<file path="config.mk">
export PLATFORM = sky130hd
export DESIGN_NAME = modulation_az_seq
export DESIGN_NICKNAME = d
export VERILOG_FILES = /design/src/rtl/modulation_pkg.sv /design/src/rtl/interval_timer.sv /design/src/rtl/modulation_az_seq.sv
export SDC_FILE = /design/constraint.sdc
export NUM_CORES = 1
export LEC_CHECK = 0
export BUFFER_PORTS_ARGS = -buffer_cell sky130_fd_sc_hd__buf_4
export CAP_MARGIN = 0
export CELL_PAD_IN_SITES_DETAIL_PLACEMENT = 2
export CELL_PAD_IN_SITES_GLOBAL_PLACEMENT = 2
export CORE_ASPECT_RATIO = 1.25
export CORE_MARGIN = 2
export CORE_UTILIZATION = 33
export CTS_BUF_LIST = sky130_fd_sc_hd__clkbuf_2 sky130_fd_sc_hd__clkbuf_4 sky130_fd_sc_hd__clkbuf_8
export DETAILED_ROUTE_END_ITERATION = 7
export PLACE_DENSITY_LB_ADDON = 0.1
export SYNTH_ARGS = -nofsm -noshare
export SYNTH_HDL_FRONTEND = slang
export SYNTH_SLANG_ARGS = --single-unit
</file>
<file path="constraint.sdc">
create_clock -name clk -period 4.45 [get_ports clk]
set_clock_uncertainty 0.05 [all_clocks]
set_input_delay 0.2225 -clock clk [delete_from_list [all_inputs] [get_ports clk]]
set_output_delay 0.2225 -clock clk [all_outputs]
set_load 0.02 [all_outputs]
</file>
<file path="src/rtl/modulation_pkg.sv">
// modulation_pkg: precharge switch levels, mode codes and sequencer states
// shared by the az modulation sequencer and its bench.
package modulation_pkg;
    localparam logic SW_PC_SIGNAL = 1'b1;
    localparam logic SW_PC_BOOT   = 1'b0;
    typedef enum logic [1:0] {MODE_OFF, MODE_NOAZ, MODE_AZ, MODE_MULTI} mode_t;
    typedef enum logic [2:0] {
        ST_IDLE, ST_PROTECT, ST_SETTLE, ST_SAMPLE_HI, ST_REPROTECT, ST_SAMPLE_LO, ST_NEXT
    } state_t;
endpackage

</file>
<file path="src/rtl/interval_timer.sv">
// interval_timer: loads an interval of n clocks (0 counts as 1), counts down and
// flags the final clock; holds at zero until reloaded.
module interval_timer #(
    parameter int CNT_W = 24
) (
    input  logic             clk,
    input  logic             reset,
    input  logic             load,
    input  logic [CNT_W-1:0] n,
    output logic             done
);
    logic [CNT_W-1:0] r_cnt;
    always_ff @(posedge clk) begin
        if (!reset) r_cnt <= '0;
        else if (load) r_cnt <= (n == '0) ? '0 : n - 1'b1;
        else if (r_cnt != '0) r_cnt <= r_cnt - 1'b1;
    end
    assign done = (r_cnt == '0);
endmodule

</file>
<file path="src/rtl/modulation_az_seq.sv">
// modulation_az_seq: auto-zero modulation sequencer driving the precharge switch
// and az mux through protect/settle/hi-sample/reprotect/lo-sample cycles.
module modulation_az_seq
    import modulation_pkg::*;
#(
    parameter int CNT_W   = 24,
    parameter int MUX_W   = 4,
    parameter int N_PHASE = 4
) (
    input  logic                       clk,
    input  logic                       reset,
    input  logic                       run,
    input  logic [1:0]                 mode,
    input  logic [N_PHASE*MUX_W-1:0]   azmux_val,
    input  logic [CNT_W-1:0]           clk_count_sample_n,
    input  logic [CNT_W-1:0]           clk_count_precharge_n,
    output logic                       sw_pc_ctl,
    output logic [MUX_W-1:0]           azmux,
    output logic                       sample_active,
    output logic                       sample_done,
    output logic [$clog2(N_PHASE)-1:0] phase_idx,
    output logic                       led0,
    output logic [7:0]                 monitor
);
    localparam int PW = $clog2(N_PHASE);
    state_t           r_state, w_next;
    mode_t            r_mode, w_mode, w_in_mode;
    logic [PW-1:0]    r_phase, w_phase;
    logic             r_pc, w_pc, r_hi, w_hi, w_load, w_done;
    logic [MUX_W-1:0] r_az, w_az;
    logic [CNT_W-1:0] w_n;
    assign w_in_mode = mode_t'(mode);
    assign w_n = (w_next == ST_SAMPLE_HI || w_next == ST_SAMPLE_LO) ? clk_count_sample_n : clk_count_precharge_n;
    interval_timer #(.CNT_W(CNT_W)) u_timer (
        .clk(clk), .reset(reset), .load(w_load), .n(w_n), .done(w_done)
    );
    always_ff @(posedge clk) begin
        if (!reset) begin
            r_state <= ST_IDLE;
            r_mode  <= MODE_OFF;
            r_phase <= '0;
            r_pc    <= SW_PC_BOOT;
            r_hi    <= 1'b0;
            r_az    <= '0;
        end else begin
            r_state <= w_next;
            r_mode  <= w_mode;
            r_phase <= w_phase;
            r_pc    <= w_pc;
            r_hi    <= w_hi;
            r_az    <= w_az;
        end
    end
    // Switch and mux hold their last applied value in states that do not drive them.
    always_comb begin
        w_next  = r_state;
        w_mode  = r_mode;
        w_phase = r_phase;
        w_load  = 1'b0;
        w_pc    = r_pc;
        w_az    = r_az;
        w_hi    = r_hi;
        case (r_state)
            ST_IDLE: begin
                w_pc = SW_PC_BOOT;
                w_az = '0;
                w_hi = 1'b0;
                if (run && w_in_mode != MODE_OFF) begin
                    w_mode = w_in_mode;
                    w_next = ST_PROTECT;
                end
            end
            ST_PROTECT: begin
                w_pc = SW_PC_BOOT;
                if (w_done) w_next = ST_SETTLE;
            end
            ST_SETTLE: begin
                w_az = azmux_val[MUX_W-1:0];
                w_hi = 1'b1;
                if (w_done) w_next = ST_SAMPLE_HI;
            end
            ST_SAMPLE_HI: begin
                w_pc = SW_PC_SIGNAL;
                w_az = azmux_val[MUX_W-1:0];
                w_hi = 1'b1;
                if (w_done) w_next = (r_mode == MODE_NOAZ) ? ST_NEXT : ST_REPROTECT;
            end
            ST_REPROTECT: begin
                w_pc = SW_PC_BOOT;
                if (w_done) begin
                    w_next  = ST_SAMPLE_LO;
                    w_phase = PW'(1);
                end
            end
            ST_SAMPLE_LO: begin
                w_az = azmux_val[r_phase*MUX_W +: MUX_W];
                w_hi = 1'b0;
                if (w_done) begin
                    if (r_mode == MODE_MULTI && r_phase != PW'(N_PHASE-1)) begin
                        w_phase = r_phase + 1'b1;
                        w_load  = 1'b1;
                    end else w_next = ST_NEXT;
                end
            end
            ST_NEXT: begin
                if (!run || w_in_mode == MODE_OFF) w_next = ST_IDLE;
                else if (w_in_mode != r_mode) begin
                    w_mode = w_in_mode;
                    w_next = ST_PROTECT;
                end else w_next = (r_mode == MODE_NOAZ) ? ST_SAMPLE_HI : ST_SETTLE;
            end
            default: w_next = ST_IDLE;
        endcase
        if (w_next == ST_SAMPLE_HI) w_phase = '0;
        if (w_next != r_state && w_next != ST_IDLE && w_next != ST_NEXT) w_load = 1'b1;
    end
    assign sw_pc_ctl     = w_pc;
    assign azmux         = w_az;
    assign sample_active = (r_state == ST_SAMPLE_HI || r_state == ST_SAMPLE_LO);
    assign sample_done   = sample_active && w_done;
    assign phase_idx     = r_phase;
    assign led0          = (r_state == ST_SAMPLE_HI);
    assign monitor       = {4'b0, r_state == ST_NEXT, sample_active, w_pc == SW_PC_SIGNAL, w_hi};
endmodule

</file>
**Yosys cells after proc, flatten, opt, wreduce, memory -nomap -nowiden**

Index checks and enable logic that the tools add are counted.

- Word-level logic and storage cells: 88
- Bits in registers: 37
- Output and inout port bits: 18
- Bits of input ports: 69

- Mux-type cells: 31
- Shift-type cells: 1
- Bitwise operators: 1
- Eq/ne operators: 20
- $add $sub $neg: 3
- Reductions and logical operators: 25

Operator list:

| kind | count |
|---|---|
| $mux W24 | 4 |
| $logic_not A24 Y1 | 2 |
| $sub A24 B1 Y24 const B | 2 |
| $reduce_bool A24 Y1 | 1 |
| $mux W3 | 7 |
| $pmux W3 S7 | 1 |
| $mux W2 | 9 |
| $shiftx A16 B5 Y4 | 1 |
| $eq A3 B3 Y1 const B | 4 |
| $ne A2 B2 Y1 const B | 6 |
| $pmux W4 S3 | 1 |
| $eq A3 B2 Y1 const B | 3 |
| $pmux W2 S2 | 2 |
| $reduce_and A4 Y1 | 2 |
| $reduce_bool A2 Y1 | 4 |
| $reduce_or A2 Y1 | 3 |
| $logic_and A1 B1 Y1 | 5 |
| $mux W1 | 5 |
| $pmux W1 S2 | 2 |
| $eq A3 B1 Y1 const B | 1 |
| $logic_not A3 Y1 | 1 |
| $logic_or A1 B1 Y1 | 3 |
| $ne A3 B3 Y1 | 1 |
| $ne A3 B3 Y1 const B | 1 |
| other kinds (10) | 10 |

**Longest topological paths before layout**

Gate-level depths: netlist of the first run.

- Depth in word-level cells: 11
- Depth in mapped cells: 19
- Mapped depth without buffers: 17

**Cells and area by module**

A second synthesis of the first run with hierarchy kept.

- Cells, all modules: 363
- Area total of the unflattened synthesis: 3233.1 µm²

By module, submodules not included:

| module | area each (µm²) | times used | cells an instance | seq. area each (µm²) |
|---|---|---|---|---|
| interval_timer | 1767.9 | 1 | 213 | 480.5 |
| modulation_az_seq | 1465.2 | 1 | 150 | 260.2 |

**Worst setup path after synthesis of the first run**

No wires, ideal clock.

- Path kind: register to register
- Start: register u_timer.r_cnt[0]
- End: register u_timer.r_cnt[14]
- Period minus slack after synthesis: 4052 ps
- Library setup time: 127 ps
- Arrival: 3875 ps
- Setup slack: 398 ps
- Required time: 4273 ps
- Path buffers: 3
- Stages on the path, launching flop included: 20
- Path through: dfxtp_1 -> inv_1 -> ha_1 -> nor3b_4 -> nand3_1 -> buf_2 -> nor3_1 -> o21ai_1 -> a21oi_2 -> buf_2 -> mux2i_1 -> ha_1 -> or4b_2 -> nor4_1 -> nand4_1 -> nor2_1 -> o31a_1 -> a2111o_1 -> buf_6 -> o22ai_2

- Longest elaborated chain between the ends: 9
- Elaborated cells between the ends (all ways): 27
- Classes of those cells: add/sub: 2; eq/ne: 4; mux: 13; reduce/logical: 8

Ends and longest elaborated chain:

| element | RTL line | text |
|---|---|---|
| start, declared | interval_timer.sv:12 | `logic [CNT_W-1:0] r_cnt;` |
| start signal, assigned | interval_timer.sv:15 | `else if (load) r_cnt <= (n == '0) ? '0 : n - 1'b1;` |
| start signal, assigned | interval_timer.sv:16 | `else if (r_cnt != '0) r_cnt <= r_cnt - 1'b1;` |
| $logic_not A24 Y1 | interval_timer.sv:18 | `assign done = (r_cnt == '0);` |
| $mux W3, on equally long branches | -- |  |
| $pmux W3 S7 | modulation_az_seq.sv:63 | `case (r_state)` |
| $eq A3 B2 Y1 / $eq A3 B3 Y1 (equally long branches) | modulation_az_seq.sv:33 | `assign w_n = (w_next == ST_SAMPLE_HI \|\| w_next == ST_SAMPLE_LO) ? clk_count_sample_n : clk_count_precharge_n;` |
| $logic_or A1 B1 Y1 | modulation_az_seq.sv:33 |  |
| $mux W24 | modulation_az_seq.sv:33 |  |
| $sub A24 B1 Y24 / $logic_not A24 Y1 (equally long branches) | interval_timer.sv:15 |  |
| $mux W24 (2 in series) | interval_timer.sv:15 |  |

Parallel ways exist; a longest one is shown, timed or not. The select of a mux whose other input is x is not followed.
A chain may end at the register's enable or synchronous reset.

**Final worst setup path of the first run**

- Start: register u_timer.r_cnt[0]
- End: register u_timer.r_cnt[12]

The elaborated chain is that of the path after synthesis.

==> implementation parameters, run 1 <==
Parameter                              Value

Worst setup path
  Critical path endpoint category    flop
  Kind of critical path    reg2reg
  Kind of cell adding the most delay to the critical path    simple AND/OR/NAND/NOR gates
  Data required time of the critical path    4.57 ns
  Max stage delay on crit path    0.60 ns
  CP Data Arrival Time    roughly 4.4 ns
  Critical path's most frequent cell    ha_1
  Startpoint type of the worst setup path    flop
  Worst path bufs/invs    3
  Reg-to-reg critical path endpoint    u_timer.r_cnt[12]$_SDFFE_PN0P_
  Depth of the most critical reg-to-reg path    18
  Cell with the largest stage delay on the worst path    or4b_2
  Maximum fanout along the worst path    12
  Crit path from    u_timer.r_cnt[0]$_SDFFE_PN0P_
  Register-to-register setup slack    0.22 ns
  Source of the worst register-to-register timing path    u_timer.r_cnt[0]$_SDFFE_PN0P_
  Worst path cell trace    inv_1 -> ha_1 -> nor3b_4 -> nand3_2 -> o311ai_4 -> o211ai_2 -> a21oi_2 -> buf_6 -> mux2i_1 -> ha_1 -> or4b_2 -> nor4_2 -> nand4_1 -> nor2_1 -> o31a_1 -> a2111o_1 -> clkbuf_16 -> o22ai_1

Hold path
  Number of cells traversed by the worst hold path    3
  Kind of path behind the tightest hold check    in2reg
  Start point of the worst hold path    mode[0]
  Worst hold endpoint    r_mode[0]$_SDFFE_PN0P_

Synthesis
  Yosys warning count    0
  Post-synthesis cell area    ~0.0035 mm^2
  Most instantiated flip-flop cell in the synthesis netlist    dfxtp_1
  Register area share after synthesis    0.2111
  Number of different library cells in the post-synthesis netlist    64
  Flip-flop and latch count after synthesis    37
  Async set or reset register ratio after synthesis    0
  Area share of the largest cell type after synthesis    0.2111
  Number of synthesized flops with an enable pin    0
  Post-synthesis cell count    slightly above 400
  Synthesized area per cell    approximately 8.6 um^2
  Top area cells in the synthesized netlist    dfxtp_1 (21%), mux2i_1 (8.6%), xnor2_1 (7.5%)
  Post-synthesis cell type with the largest combined area    dfxtp_1

Global routing
  Maximum number of pins on one net before global-route repair    25
  Global-route wire length before repair    17,920 um
  Total GRT Usage    0.1954
  Antenna violations before repair    0
  Gr ovfl total    0
  Vias in the first global route    approximately 3,700

Finish
  Antenna fix cells    0
  Area Overhead vs Synth    27.02%
  Net count, final    570
  Most common cell after layout, fill and taps aside    buf_4
  Fraction of final layout cells sized beyond drive strength 1    0.3106
  Finished Core Util    0.4263
  Commonest non-fill, non-tap cells in the layout    buf_4 (95), nor2_1 (38), dfxtp_1 (37)

Power
  Leakage power of the design    1.693 nW
  Fraction of power consumed by sequential logic    0.347
  Net switching power    a little under 0.6 mW
  Switching share of power    0.4067
  Internal Pwr Total    approximately 0.85 mW
  Power Density    321.8 mW/mm^2
  Clock network power share    0.171
  IR drop worst, VDD    between 0.1 and 0.15 mV
  Overall power consumption    1.435 mW
  Comb pwr share    0.482

Clocking
  Clk Tree Root Cell    clkbuf_8
  Clock sink count    37
  Hold Buf Count CTS    0
  CTS tree    done
  CTS H-Tree Depth    2
  Cts bufs inserted    5
  Clock slew at the register clock pins of the worst setup and hold paths    approximately 0.080 ns
  Clock latency at the later pin of the worst-skew pair    about 0.29 ns
  Max clock buf depth    2

Place
  Placer congestion estimate    between 0.8 and 0.9
  Input/output buffers    82
  HPWL after detailed placement    approximately 9000 um

Die
  FP Rows    between 40 and 50
  Die area    between 0.01 and 0.015 mm^2
  Chip width    slightly below 100 um
  Vertical extent of the die    around 120 um
  I/O pin count    87
  Total core area    roughly 0.010 mm^2
  Initial Utilization    0.3356

Timing
  Worst-case headroom to the max-slew limit    0.4261
  Slew at the pin closest to its max-slew limit    between 0.8 and 0.9 ns
  Worst hold-check slack    between 0.15 and 0.2 ns
  Achievable Freq    236.2 MHz
  Hold Vio Cnt, Final    0
  Number of pins exceeding their max-slew limit in the final report    0
  Crit share post-route    0.9515
  Final number of setup-violating endpoints    0
  Minimum period implied by the final worst setup slack    roughly 4.2 ns

Drt
  DRC    0
  Routed via count divided by cell count    between 5 and 6
  Vias post-DR    between 3,000 and 4,000
  Number of detailed-routing iterations run before antenna repair    4
  DRT iter0 DRCs    73
  Final Routed Wirelength    11,160 um
  Final routed wire length divided by cell count    approximately 18 um
  Routed Antenna Nets    0

Job
  Maxcap violations    0

Run status
  Result of the run    finished clean
state kept, by name, summed over array words and instances (netlist names):
register / count
u_timer.r_cnt: 24
r_az: 4
phase_idx: 2
r_hi: 1
r_state: 3
r_mode: 2
r_pc: 1
through the flow:
step / instances / worst slack [ns] / setup TNS (ns) / area [um^2]
global route: 631 / -0.01145 / -0.03825 / 4458
floorplan: 413 / 0.3979 / 0 / 3521
global placement: 620 / 0.3288 / 0 / 4289
CTS: 628 / 0.06824 / 0 / 4380
finish: 631 / 0.2156 / 0 / 4458
detailed placement: 620 / 0.08096 / 0 / 4289
worst register-to-register path: stages, from the launching register on:
cell and delay, ns:
dfxtp_1 0.34, inv_1 0.11, ha_1 0.21, nor3b_4 0.24, nand3_2 0.17, o311ai_4 0.33, o211ai_2 0.16, a21oi_2 0.20
buf_6 0.22, mux2i_1 0.21, ha_1 0.18, or4b_2 0.60, nor4_2 0.17, nand4_1 0.13, nor2_1 0.14, o31a_1 0.15
a2111o_1 0.20, clkbuf_16 0.22, o22ai_1 0.09
cell families after synthesis:
group / share of synthesized area
AND/OR/NAND/NOR: 0.2849
AO/OA/AOI/OAI: 0.1790
XOR/XNOR: 0.1447
multiplexers: 0.1241
flip-flops: 0.2111
buffers and inverters: 0.04456
adder cells (fa/ha/maj): 0.01070
other: 0.001068
worst max-delay path by stage:
stage / cells after the start / to / slack (ns)
6_report: 18 / u_timer.r_cnt[12]$_SDFFE_PN0P_ / 0.22
5_1_grt: 18 / u_timer.r_cnt[1]$_SDFFE_PN0P_ / -0.01
4_1_cts: 18 / u_timer.r_cnt[11]$_SDFFE_PN0P_ / 0.07
3_5_place_dp: 18 / u_timer.r_cnt[13]$_SDFFE_PN0P_ / 0.08
3_3_place_gp: 19 / u_timer.r_cnt[0]$_SDFFE_PN0P_ / 0.33
2_1_floorplan: 19 / u_timer.r_cnt[14]$_SDFFE_PN0P_ / 0.40
area by class of cell:
type	instances	area, um^2
Timing Repair Buffer	98	769.5
Inverter	9	33.78
Clock inverter	1	7.507
Sequential cell	37	740.7
Fill cell	1198	6000
Clock buffer	7	83.83
Multi-Input combinational cell	347	2658
Tap cell	132	165.2
power groups by stage:
stage / sequential [mW] / clock [mW] / combinational [mW]
after floorplan: 0.484 / 0 / 0.477
after global placement: 0.499 / 0 / 0.651
after detailed placement: 0.506 / 0 / 0.669
after CTS: 0.498 / 0.258 / 0.677
after global routing: 0.511 / 0.269 / 0.762
final: 0.498 / 0.245 / 0.691
timing repair:
| item | CTS | global route |
|---|---|---|
| setup endpoints to repair | 0 | 24 |
| buffers inserted | 0 | 2 |
| gates resized for setup | 0 | 7 |
layer usage:
layer  global-route usage  wire length [um]
met3              0.02151               256
met4              0.04018               118
met1               0.2434              4821
met2               0.3542              5967
met5                    0                 0
synthesized netlist by cell type (8+ instances only):
cell type / n
mux2i_1: 30
xnor2_1: 30
o22ai_2: 19
a21oi_1: 9
dfxtp_1: 37
nor4_1: 12
nand3_1: 11
nor2_1: 38
nor3_1: 19
xor2_1: 28
o21ai_0: 12
nand2b_1: 12
inv_1: 8
nand2_1: 36
(Power assumes the default switching activity.)
==> inputs of run 2 (changes only) <==
- ABC_AREA: not set -> 1
- CORE_UTILIZATION: 33 -> 28
==> run 2 against run 1 <==
- power grew 30%
- sequential power grew 4.8%
- highest routed layer unchanged
- setup slack gained 0.41 ns
- first-iteration DRC count shrank 26%
- combinational power grew 56%
- design area grew 0.39%
- non-clock buffer count shrank 15
- critical endpoint is now u_timer.r_cnt[17]$_SDFFE_PN0P_
- critical path type unchanged
- clock power grew 8%
- sequential share of layout area shrank 0.065 points
- routed wire length grew 24%
- utilization shrank 8.7 points
==> implementation parameters, run 2 <==
Parameter                              Value

Synthesis
  Number of different library cells in the post-synthesis netlist    43 (-33%)
  Synth top cells by count    nand2_1 (194), nor2_1 (78), inv_1 (75)
  Register area share after synthesis    0.1981 (-0.01293)
  Top area cells in the synthesized netlist    dfxtp_1 (20%), nand2_1 (19%), nor2_1 (7.8%)
  Area share of the largest cell type after synthesis    0.1981 (-0.01293)
  Async set or reset register ratio after synthesis    0 (unchanged)
  Post-synthesis cell count    647 (+58%)
  Most instantiated flip-flop cell in the synthesis netlist    dfxtp_1
  Post-synthesis cell type with the largest combined area    dfxtp_1
  Number of synthesized flops with an enable pin    0 (unchanged)
  Library cell with the highest instance count after synthesis    nand2_1
  Synthesized area per cell    5.778 um^2 (-32%)
  Yosys warning count    0 (unchanged)
  Post-synthesis cell area    0.003739 mm^2 (+6.5%)
  Flip-flop and latch count after synthesis    37 (unchanged)

Timing
  Final number of setup-violating endpoints    0 (unchanged)
  Worst hold-check slack    0.1848 ns (+0.03278 ns)
  Setup Total Neg Slack    0 ns (unchanged)
  Hold Vio Cnt, Final    0 (unchanged)
  Slew at the pin closest to its max-slew limit    0.6715 ns (-0.1823 ns)
  Minimum period implied by the final worst setup slack    3.829 ns (-0.4057 ns)
  RSZ-0062 raised after global routing    false
  Achievable Freq    261.2 MHz (+11%)
  Crit share post-route    0.8604 (-0.09116)
  Worst-case headroom to the max-slew limit    0.5507 (+0.1246)
  Number of pins exceeding their max-slew limit in the final report    0 (unchanged)

Place
  Input/output buffers    82 (unchanged)
  Placer congestion estimate    0.8175 (-2.0%)
  HPWL after detailed placement    11,610 um (+28%)

Finish
  Area Overhead vs Synth    19.71%
  Most common cell after layout, fill and taps aside    nand2_1
  Commonest non-fill, non-tap cells in the layout    nand2_1 (194), buf_4 (83), nor2_1 (78)
  Largest register FFs    24 (unchanged)
  Net count, final    787 (+38%)
  Top flop regs    u_timer.r_cnt: 24 flops, r_az: 4 flops, r_state: 3 flops
  Finished Core Util    0.3398 (-0.08654)
  Register with the most flip-flops    u_timer.r_cnt
  Fraction of final layout cells sized beyond drive strength 1    0.2318 (-0.07878)
  Antenna fix cells    0 (unchanged)

Worst setup path
  Crit path from    phase_idx[0]$_SDFFE_PP0P_
  Maximum fanout along the worst path    37 (+25)
  Source of the worst register-to-register timing path    phase_idx[0]$_SDFFE_PP0P_
  Cell with the largest stage delay on the worst path    dfxtp_1
  Startpoint type of the worst setup path    flop
  Critical path endpoint category    flop
  Critical path's most frequent cell    nand2_1
  Max stage delay on crit path    0.44 ns (-0.16 ns)
  Worst path cell trace    ha_1 -> nor2_1 -> nand2_1 -> o21ai_0 -> nor2_1 -> nor2_1 -> nand2_1 -> nand2_2 -> nand2_4 -> nand2_8 -> nand2_1 -> nand2_1 -> inv_1 -> ha_1 -> inv_1 -> nor2_1 -> nand2_1 -> nor2_2 -> nand3_2 -> nand2_2 -> inv_2 -> nand3_1 -> a21oi_1
  Data required time of the critical path    4.62 ns (+0.05 ns)
  Kind of critical path    reg2reg
  CP Data Arrival Time    4.00 ns (-0.36 ns)

Drt
  Final Routed Wirelength    13,810 um (+24%)
  DRC    0 (unchanged)
  Routed Antenna Nets    0 (unchanged)
  DRT iter0 DRCs    54 (-26%)
  Number of detailed-routing iterations run before antenna repair    4 (unchanged)
  Routed via count divided by cell count    4.727 (-13%)
  Final routed wire length divided by cell count    15.56 um (-12%)
  Vias post-DR    4,193 (+23%)

Die
  Vertical extent of the die    133.2 um (+12%)
  Total core area    0.01317 mm^2 (+26%)
  Chip width    107.4 um (+12%)
  Die area    0.01430 mm^2 (+25%)
  I/O pin count    87 (unchanged)
  Initial Utilization    0.2838 (-0.05179)
  FP Rows    47 (+12%)

Global routing
  Maximum number of pins on one net before global-route repair    38 (+52%)
  Vias in the first global route    4,623 (+27%)
  Gr ovfl total    0 (unchanged)
  Antenna violations before repair    0 (unchanged)
  Global-route wire length before repair    22,890 um (+28%)
  Total GRT Usage    0.1992 (+0.003805)

Power
  Leakage power of the design    2.308 nW (+36%)
  Internal Pwr Total    0.9446 mW (+11%)
  Fraction of power consumed by sequential logic    0.279 (-0.068)
  Comb pwr share    0.579 (+0.097)
  IR drop worst, VDD    0.1532 mV (+23%)
  Switching share of power    0.4939 (+0.08721)
  Power Density    417.0 mW/mm^2 (+30%)
  Clock network power share    0.141 (-0.030)
  Net switching power    0.9219 mW (+58%)

Clocking
  Number of buffers inserted by post-CTS setup repair    0 (unchanged)
  Clock latency at the later pin of the worst-skew pair    0.30 ns (about the same)
  Clock sink count    37 (unchanged)
  Clock slew at the register clock pins of the worst setup and hold paths    0.08 ns (about the same)
  Hold Buf Count CTS    0 (unchanged)
  Cts bufs inserted    5 (unchanged)
  Clk Tree Root Cell    clkbuf_8
  Max clock buf depth    2 (unchanged)
  CTS H-Tree Depth    2 (unchanged)
  CTS tree    done
  Number of gates given a new drive strength after cts    0 (unchanged)

Hold path
  Start point of the worst hold path    reset
  Kind of path behind the tightest hold check    in2reg

Run status
  Result of the run    finished clean

Job
  Maxcap violations    0 (unchanged)
[run 2: cell types whose count changed in the layout (fill, tap and decap cells not counted), moves of 19 or more]
cell,delta
inv_1,+67
mux2i_1,-30
xor2_1,-21
o21ai_0,+25
nor2_1,+40
nand2_1,+158
nand2_2,+26
a21oi_1,+26
xnor2_1,-25
nand3_1,+37
o22ai_2,-19
[run 2: cells by family (layout without fill, tap and decap cells)]
logic type,count (synthesis),count (layout),synth area share
compound gates,94,94,0.1409
xor+xnor,12,12,0.02811
fa+ha+maj,3,3,0.01004
buf+inv,104,170,0.1335
flops,37,37,0.1981
other cells,1,4,0.001003
simple gates,396,396,0.4883
[run 2: final timing paths]
path,endpoint,slack [ns],cells after the start
worst max register to register,u_timer.r_cnt[17]$_SDFFE_PN0P_,0.62,23
worst max-delay path,u_timer.r_cnt[17]$_SDFFE_PN0P_,0.62,23
worst min-delay path,r_az[3]$_SDFF_PN0_,0.18,3
worst min register to register,r_mode[0]$_SDFFE_PN0P_,0.47,2
[run 2: power by group through the flow]
stage	logic (mW)	clock network, mW	registers, mW
finish	1.08	0.264	0.522
global route	1.23	0.288	0.537
CTS	1.10	0.271	0.521
detailed placement	1.09	0	0.527
global placement	1.05	0	0.522
floorplan	0.824	0	0.503
[run 2: critical path, delay by kind of cell (launching register included)]
kind            cells  cell delay [ns]
simple gates       16             1.86
compound gates      2             0.35
fa+ha+maj           2             0.51
flops               1             0.44
buf+inv             3             0.52
[run 2: stage by stage]
stage	area (um^2)	setup WS, ns	cells	total power, mW
after floorplan	3750	1.463	650	1.327
after global placement	4384	0.7610	879	1.574
after detailed placement	4384	0.6196	879	1.615
after CTS	4476	0.5994	887	1.891
after global routing	4476	0.1790	887	2.059
final	4476	0.6213	887	1.866
[run 2: layout make-up]
| class | instances | area, um^2 |
|---|---|---|
| multi-input combinational | 509 | 2510 |
| sequential | 37 | 740.7 |
| fill | 1719 | 8697 |
| clock buffer | 8 | 91.34 |
| inverter | 79 | 296.5 |
| tap | 171 | 214.0 |
| timing repair buffer | 83 | 623.1 |
[run 2: per-layer routing]
| layer | share of wire | vias up | track usage |
|---|---|---|---|
| met1 | 0.47 | 1960 | 0.2633 |
| met3 | 0.026 | 7 | 0.02250 |
| met5 | 0 | - | 0 |
| met2 | 0.49 | 59 | 0.3506 |
| met4 | 0.0078 | 0 | 0.03632 |
| li1 | - | 2167 | - |
